--- src/rtl/seg7_pkg.sv ---
// seg7_pkg: shared active-low segment and anode constants for the 7-segment display path
package seg7_pkg;
  localparam logic [6:0] SEG_0    = 7'b1000000;
  localparam logic [6:0] SEG_1    = 7'b1111001;
  localparam logic [6:0] SEG_2    = 7'b0100100;
  localparam logic [6:0] SEG_3    = 7'b0110000;
  localparam logic [6:0] SEG_4    = 7'b0011001;
  localparam logic [6:0] SEG_5    = 7'b0010010;
  localparam logic [6:0] SEG_6    = 7'b0000010;
  localparam logic [6:0] SEG_7    = 7'b1111000;
  localparam logic [6:0] SEG_8    = 7'b0000000;
  localparam logic [6:0] SEG_9    = 7'b0010000;
  localparam logic [6:0] SEG_DASH = 7'b0111111;
  localparam logic [6:0] SEG_OFF  = 7'h7F;
  localparam logic [3:0] AN_OFF   = 4'hF;
endpackage

--- src/rtl/seg7_scan_driver_if.sv ---
// seg7_scan_driver_if: display data in and multiplexed anode/cathode drive out
interface seg7_scan_driver_if;
  logic        en;
  logic [15:0] digits;
  logic [3:0]  dp_in;
  logic        blank_lz;
  logic [3:0]  an;
  logic [6:0]  seg;
  logic        dp;
  logic        frame_tick;
  modport master (output en, digits, dp_in, blank_lz, input an, seg, dp, frame_tick);
  modport slave  (input en, digits, dp_in, blank_lz, output an, seg, dp, frame_tick);
endinterface

--- src/rtl/bcd_to_seg7.sv ---
// bcd_to_seg7: 4-bit BCD to active-low {g..a} segments, dash for codes 10-15
module bcd_to_seg7
  import seg7_pkg::*;
(
  input  logic [3:0] bcd,
  output logic [6:0] seg
);
  always_comb begin
    seg = SEG_DASH;
    case (bcd)
      4'd0: seg = SEG_0;
      4'd1: seg = SEG_1;
      4'd2: seg = SEG_2;
      4'd3: seg = SEG_3;
      4'd4: seg = SEG_4;
      4'd5: seg = SEG_5;
      4'd6: seg = SEG_6;
      4'd7: seg = SEG_7;
      4'd8: seg = SEG_8;
      4'd9: seg = SEG_9;
      default: seg = SEG_DASH;
    endcase
  end
endmodule

--- src/rtl/seg7_scan_driver.sv ---
// seg7_scan_driver: 4-digit common-anode scan with blank time, frame snapshot, zero blanking
module seg7_scan_driver
  import seg7_pkg::*;
#(
  parameter int SCAN_DIV  = 100000,
  parameter int BLANK_CYC = 1000
) (
  input logic               clk,
  input logic               rst,
  seg7_scan_driver_if.slave bus
);
  localparam int CW = $clog2(SCAN_DIV);
  localparam logic [CW-1:0] LAST = CW'(SCAN_DIV - 1);
  logic [CW-1:0] cnt, cnt_nxt;
  logic [1:0]    idx, idx_nxt;
  logic [15:0]   sh_d, sh_d_nxt;
  logic [3:0]    sh_dp, sh_dp_nxt;
  logic          sh_lz, sh_lz_nxt;
  logic          wrap, frame, lit_cnt, on;
  logic [3:0]    lz, cur;
  logic [6:0]    cur_seg;
  if (BLANK_CYC == 0) begin : g_no_blank
    assign lit_cnt = 1'b1;
  end else begin : g_blank
    assign lit_cnt = cnt_nxt >= CW'(BLANK_CYC);
  end
  // outputs are derived from next-state values so they line up with the registered cnt/idx
  always_comb begin
    wrap      = cnt == LAST;
    frame     = wrap && idx == 2'd3;
    cnt_nxt   = wrap ? '0 : cnt + 1'b1;
    idx_nxt   = wrap ? idx + 2'd1 : idx;
    sh_d_nxt  = frame ? bus.digits : sh_d;
    sh_dp_nxt = frame ? bus.dp_in : sh_dp;
    sh_lz_nxt = frame ? bus.blank_lz : sh_lz;
    lz        = '0;
    lz[3]     = sh_d_nxt[15:12] == 4'd0;
    lz[2]     = lz[3] && sh_d_nxt[11:8] == 4'd0;
    lz[1]     = lz[2] && sh_d_nxt[7:4] == 4'd0;
    cur       = sh_d_nxt[{idx_nxt, 2'b00} +: 4];
    on        = bus.en && lit_cnt && !(sh_lz_nxt && lz[idx_nxt] && !sh_dp_nxt[idx_nxt]);
  end
  bcd_to_seg7 u_dec (.bcd(cur), .seg(cur_seg));
  always_ff @(posedge clk or negedge rst) begin
    if (!rst) begin
      cnt            <= '0;
      idx            <= '0;
      sh_d           <= '0;
      sh_dp          <= '0;
      sh_lz          <= 1'b0;
      bus.an         <= AN_OFF;
      bus.seg        <= SEG_OFF;
      bus.dp         <= 1'b1;
      bus.frame_tick <= 1'b0;
    end else begin
      cnt            <= cnt_nxt;
      idx            <= idx_nxt;
      sh_d           <= sh_d_nxt;
      sh_dp          <= sh_dp_nxt;
      sh_lz          <= sh_lz_nxt;
      bus.an         <= on ? ~(4'b0001 << idx_nxt) : AN_OFF;
      bus.seg        <= on ? cur_seg : SEG_OFF;
      bus.dp         <= on ? ~sh_dp_nxt[idx_nxt] : 1'b1;
      bus.frame_tick <= frame;
    end
  end
endmodule

--- src/flat_wrapper.sv ---
// flat-port wrapper written by rule: the top's interface ports become plain ports
module seg7_scan_driver_flat import seg7_pkg::*;
#(
  parameter int SCAN_DIV  = 100000,
  parameter int BLANK_CYC = 1000
)
  (clk, rst, bus_en, bus_digits, bus_dp_in, bus_blank_lz, bus_an, bus_seg, bus_dp, bus_frame_tick);
  seg7_scan_driver_if bus_i ();
  input logic clk;
  input logic rst;
  input wire logic [$bits(bus_i.en)-1:0] bus_en;
  input wire logic [$bits(bus_i.digits)-1:0] bus_digits;
  input wire logic [$bits(bus_i.dp_in)-1:0] bus_dp_in;
  input wire logic [$bits(bus_i.blank_lz)-1:0] bus_blank_lz;
  output wire logic [$bits(bus_i.an)-1:0] bus_an;
  output wire logic [$bits(bus_i.seg)-1:0] bus_seg;
  output wire logic [$bits(bus_i.dp)-1:0] bus_dp;
  output wire logic [$bits(bus_i.frame_tick)-1:0] bus_frame_tick;
  assign bus_i.en = bus_en;
  assign bus_i.digits = bus_digits;
  assign bus_i.dp_in = bus_dp_in;
  assign bus_i.blank_lz = bus_blank_lz;
  assign bus_an = bus_i.an;
  assign bus_seg = bus_i.seg;
  assign bus_dp = bus_i.dp;
  assign bus_frame_tick = bus_i.frame_tick;
  seg7_scan_driver #(.SCAN_DIV(SCAN_DIV), .BLANK_CYC(BLANK_CYC)) u_core (.clk(clk), .rst(rst), .bus(bus_i));
endmodule
--- config.mk ---
export PLATFORM = sky130hd
export DESIGN_NAME = seg7_scan_driver_flat
export DESIGN_NICKNAME = d
export VERILOG_FILES = /design/src/rtl/seg7_pkg.sv /design/src/rtl/seg7_scan_driver_if.sv /design/src/rtl/bcd_to_seg7.sv /design/src/rtl/seg7_scan_driver.sv /design/src/flat_wrapper.sv
export SDC_FILE = /design/constraint.sdc
export NUM_CORES = 1
export LEC_CHECK = 0
export BUFFER_PORTS_ARGS = -buffer_cell sky130_fd_sc_hd__buf_2
export CORE_UTILIZATION = 40
export CTS_BUF_LIST = sky130_fd_sc_hd__clkbuf_2 sky130_fd_sc_hd__clkbuf_4 sky130_fd_sc_hd__clkbuf_8
export DETAILED_ROUTE_END_ITERATION = 10
export PLACE_DENSITY = 0.55
export SYNTH_ARGS = -nofsm -noshare
export SYNTH_HDL_FRONTEND = slang
export SYNTH_SLANG_ARGS = --single-unit
--- constraint.sdc ---
create_clock -name clk -period 3.3 [get_ports clk]
set_clock_uncertainty 0.2 [all_clocks]
set_input_delay 0.495 -clock clk [delete_from_list [all_inputs] [get_ports clk]]
set_output_delay 0.495 -clock clk [all_outputs]
set_load 0.02 [all_outputs]
# --- Word level (Yosys, flattened, before mapping) ---
# Memory sizes are Yosys's and may differ from the RTL's.
# Cells that the tools add are included.
# Widths: inputs -> output; s select.
op_classes:
  add_sub_neg: 2
  n_lt_le_gt_ge: 2
  eq_ne: 2
  shift: 2
  n_mux: 12
  bitwise_logic: 2
  reduce_logical: 12
ops:
  columns: ["op", "count"]
  rows:
  - ["$add 17x1->17 const B", 1]
  - ["$eq 17x17->1 const B", 1]
  - ["$ge 17x10->1 const B", 1]
  - ["$mux 17", 1]
  - ["$mux 16", 1]
  - ["$shiftx 16x5->4", 1]
  - ["$logic_not 4->1", 3]
  - ["$mux 4", 2]
  - ["$logic_and 1x1->1", 7]
  - ["$mux 7", 1]
  - ["$bmux 1 s2", 2]
  - ["$mux 1", 4]
  - ["$not 4->4", 1]
  - ["$shl 1x2->4 const A", 1]
  - ["$lt 2x3->1 const B", 1]
  - ["$add 2x1->2 const B", 1]
  - ["$eq 2x2->1 const B", 1]
  - ["$logic_not 1->1", 2]
  - ["$mux 2", 1]
  - ["$not 1->1", 1]
word_totals:
  regBits: 53
  rom_bits: 112
  wordCells: 44
  memories: 1
memory_table:
  columns: ["name", "depth", "word_bits", "read_ports", "rd_ports_with_merged_regs", "wr", "line_no", "rtl"]
  rows:
  - ["(name not given)", 16, 7, 1, 0, 0, "bcd_to_seg7.sv:10", "case (bcd)"]

# --- Logic depth before layout (Yosys ltp) ---
depth:
  word_depth: 13
  ltp_mapped: 13
  depth_no_buf: 13

# --- Hierarchy ---
# From an unflattened synthesis, not the netlist that was laid out.
unflattened:
  cells_unflattened: 326
  area_unflattened_um2: 3042.9
by_module_without_submodules:
  columns: ["module", "instances", "cells_each", "area_each_um2", "seq_area_each_um2"]
  rows:
  - ["seg7_scan_driver", 1, 293, 2837.7, 1341.3]
  - ["bcd_to_seg7", 1, 33, 205.2, 0.0]

# --- Worst setup path after synthesis ---
# OpenSTA, ideal clock, no wires.
synth_path:
  kind: "reg2reg"
  startpoint: "reg u_core.cnt[5]"
  endpoint: "reg u_core.bus.seg[1]"
  setup_time_ns: 0.084
  t_arrival_ns: 2.748
  t_required_ns: 3.016
  slack_ns: 0.268
  path_stages_with_launch: 10
  n_path_buf: 0
  synth_period_minus_slack_ns: 3.032
  path_cell_list: "dfrtp_1 or4b_4 nor2_4 and2_4 mux2i_2 mux2_2 inv_1 ha_1 o21ai_0 nand3_1"
synth_via:
  elab_chain_cells: 13
  elab_cells_between_ends: 27
synth_rtl:
  columns: ["item", "line_no", "rtl"]
  rows:
  - ["start, declared", "seg7_scan_driver.sv:14", "logic [CW-1:0] cnt, cnt_nxt;"]
  - ["start signal, assigned", "seg7_scan_driver.sv:56", "cnt <= cnt_nxt;"]
  - ["parallel branches: the longest is 12 deep, another holds $add 17x1->17", null, null]
  - ["$mux 7 *", "seg7_scan_driver.sv:62", "bus.seg <= on ? cur_seg : SEG_OFF;"]
  - ["end signal, assigned", "seg7_scan_driver.sv:62", null]
  - ["end, declared", "seg7_scan_driver_if.sv:12", "modport slave (input en, digits, dp_in, blank_lz, output an, seg, dp, frame_tick);"]
# Mark *: on every way between the ends. The select of a mux whose other input is x is not followed.

# --- Final worst setup path ---
layout_path:
  startpoint: "reg u_core.cnt[8]"
  endpoint: "reg u_core.bus.seg[4]"
layout_via:
  elab_chain_cells: 13
  elab_cells_between_ends: 27
layout_rtl:
  columns: ["item", "line_no", "rtl"]
  rows:
  - ["$eq 17x17->1 *", "seg7_scan_driver.sv:29", "wrap = cnt == LAST;"]
  - ["$logic_and 1x1->1 *", "seg7_scan_driver.sv:30", "frame = wrap && idx == 2'd3;"]
  - ["$mux 16 *", "seg7_scan_driver.sv:33", "sh_d_nxt = frame ? bus.digits : sh_d;"]
  - ["via u_core.sh_d_nxt[13]", "seg7_scan_driver.sv:16", "logic [15:0] sh_d, sh_d_nxt;"]
  - ["parallel branches: the longest is 9 deep, another holds $mem_v2 16x7", null, null]
  - ["$mux 7 *", "seg7_scan_driver.sv:62", null]
# Mark *: on every way through the listed nets, which the timed path passes. The select of a mux whose other input is x is not followed.

==> reports/qor.txt <==
outcome = complete, no violations
hpwl dp = 4970 um
final hold violations = 0
num ports = 37
Layout fillers = 725
via count = 2242
grt total ovfl = 0
fin. max-slew vios = 0
Power Total = 1.15 mW
DIE AREA = 0.00790 mm2
clk root buf = clkbuf_8
Initial Util = 41.4%
sequential share of the synthesized area = 44.4%
critical-path cell list = or4b_4, nor2_4, nand4_4, mux2_1, mux2_2, mux2i_4, inv_1, ha_1, a32o_1, o21ai_2
Reg2Reg Depth = 10
multi-input logic area = 0.00157 mm2
startpoint types = register
Power Density = 322 mW/mm2
CTS max path bufs = 2
DIE HEIGHT = 88.9 um
critical path depth = 10
R2R setup slack = 0.15 ns
RR Endpoint = u_core.bus.seg[4]
Tot GR Track Use = 17.9%
clock tree sinks = 53
Worst EP required = 3.35 ns
drt pass-1 iters = 4
ys flop type = dfrtp_1
worst vdd ir = 0.189 mV
initial antenna violation count = 0
Finished Layout Cells = 435
Worst-path clk slew = 0.10 ns
Synth async-reset ratio = 100%
cts bufs inserted = 5
design area = 0.00357 mm2
Syn-to-layout area delta = 18.2%
Yosys warnings = 0
Worst Tran Pin Value = 1.05 ns
WL per Instance = 14.9 um
Syn Inst Count = 274
Mapped Nets = 305
placed insts = 422
hold buffers post-CTS = 0
Buffers & Inverters on Critical Path = 1
Peak Freq = 318 MHz
leakage power total = 1.57 nW
register bit total from synthesis = 53
final setup fails = 0
kind of end point of the critical path = register
CTS tree = built
via density per instance = 5.15
WS Path Type = register to register
die width = 88.9 um
# rows = 31
dpl cell area = 0.00343 mm2
worst r2r src = u_core.cnt[8]
vias in the first global route = 2131
Post-synth EDFFs = 0
Crit path arrival time = 3.20 ns
CP Launch Point = u_core.cnt[8]
Synth area leaders = dfrtp_1, dfstp_2, mux2_2
port buffer count = 36
MaxCap Viol Count = 0
Final Cycle Share = 95.4%
total core area = 0.00729 mm2
gp weighted congestion = 0.817
mean area per synthesized cell = 11.0 um2
Hold Crit Class = input port to asynchronous set/reset pin
Worst-Skew Late Latency = 0.31 ns
Synth cell types = 57
final WL = 6490 um
proportion of layout cells with a drive suffix above 1 = 38.1%
RSZ-0062 raised after global routing = yes
antenna cell count = 0
leading area contributor after synthesis = dfrtp_1
slowest cell on the critical path = or4b_4
largest net degree at the start of global routing = 48
Tmin final = 3.15 ns
H-Tree Depth = 2
nets = 366
setup_tns = 0 ns
Post-Syn Area = 0.00302 mm2
DRT antenna net count = 0
Worst slew margin = 29.8%
top-area cell type share of the netlist area = 34.0%
Sequential Area = 0.00134 mm2
slowest stage delay, CP = 0.57 ns
Crit path max-delay family = multiplexers
first-pass GRT wire length = 10700 um
1st-iter DRT viols = 70
DRC viols = 0
worst-path fanout max = 7
==> worst max path at each step <==
| stage | to |
|---|---|
| after floorplan | u_core.bus.seg[1] |
| after global placement | u_core.bus.seg[5] |
| after detailed placement | u_core.bus.seg[4] |
| after CTS | u_core.bus.seg[4] |
| after global routing | u_core.bus.seg[5] |
| final | u_core.bus.seg[4] |
==> routing by layer <==
layer | GRT usage, % | vias up | part of all wire, %
met5 | 0 | - | 0
met4 | 5.13 | 0 | 1.5
met3 | 2.86 | 10 | 3.3
met2 | 26.9 | 36 | 45
met1 | 26.6 | 1092 | 51
li1 | - | 1104 | -
==> cell type report <==
cell class              count  share of cell area, %
flip-flops and latches     53                   37.6
clock inverters             3                  0.666
inverters                  13                   1.37
clock buffers               5                   1.93
multi-input cells         197                   43.9
repair buffers             65                   11.1
well taps                  99                   3.47
==> registers in the layout (all words and copies together) (netlist names) <==
name	count
u_core.bus.frame_tick	1
u_core.bus.dp	1
u_core.bus.an	4
u_core.sh_dp	4
u_core.sh_d	16
u_core.idx	2
u_core.cnt	17
u_core.sh_lz	1
u_core.bus.seg	7
==> worst reg2reg max path: stages (launching register included) <==
cell and delay (ns):
dfrtp_1 0.43, or4b_4 0.57, nor2_4 0.13, nand4_4 0.17, mux2_1 0.39, mux2_2 0.30, mux2i_4 0.24, inv_1 0.13
ha_1 0.23, a32o_1 0.21, o21ai_2 0.10
==> synth_stat cells, types with 5 or more instances <==
| cell | count |
|---|---|
| inv_1 | 11 |
| buf_2 | 5 |
| nand3_1 | 15 |
| ha_1 | 7 |
| nand2_1 | 18 |
| xor2_1 | 5 |
| dfstp_2 | 12 |
| mux2i_1 | 15 |
| xnor2_1 | 14 |
| and2_1 | 5 |
| dfrtp_1 | 41 |
| and3_1 | 6 |
| nor2_1 | 17 |
| a21oi_1 | 5 |
| nor3_1 | 9 |
| mux2_2 | 20 |
==> through the flow <==
step | hold slack, ns | worst slack [ns] | utilization (%)
3_5_place_dp | 0.272 | 0.127 | 47.1
4_1_cts | 0.210 | 0.101 | 48.4
3_3_place_gp | 0.259 | 0.210 | 47.1
5_1_grt | 0.223 | -0.000807 | 49.0
2_1_floorplan | -0.000591 | 0.268 | -
6_report | 0.168 | 0.150 | 49.0
==> power by group <==
group / internal, mW / total [mW] / switching (mW)
combinational: 0.0449 / 0.0956 / 0.0507
clock: 0.154 / 0.382 / 0.227
sequential: 0.663 / 0.672 / 0.00920
total: 0.862 / 1.15 / 0.287
==> layout by cell type, fill, tap and decap left out, drive strengths merged, types with 2 or more instances in the layout <==
cell,count
mux2i,17
dfstp,12
a31o,3
mux2,23
and2,6
nor2,18
clkbuf,5
xor2,5
nor4,3
nand3,15
nor3,9
nand4,5
or4b,2
a211oi,3
nand2,18
a21oi,5
and3,6
nand2b,2
a31oi,3
buf,65
xnor2,15
dfrtp,41
o21ai,11
and4,2
mux4,4
inv,15
or3,2
ha,7
==> timing repair <==
item | 4_1_cts | 5_1_grt
setup endpoints to repair | 0 | 7
gates resized for setup | 0 | 1
setup buffers | 0 | 5
==> kinds of logic (layout without fill, tap and decap cells) <==
group	Yosys count	count (layout)	share of synthesized area (%)
flops	53	53	44.4
simple gates	92	92	16.8
fa+ha+maj	7	7	2.90
compound gates	34	34	7.95
xor+xnor	20	20	6.05
buf+inv	24	86	3.94
mux	44	44	18.0
Note: power is estimated with default switching activity, not from simulation.
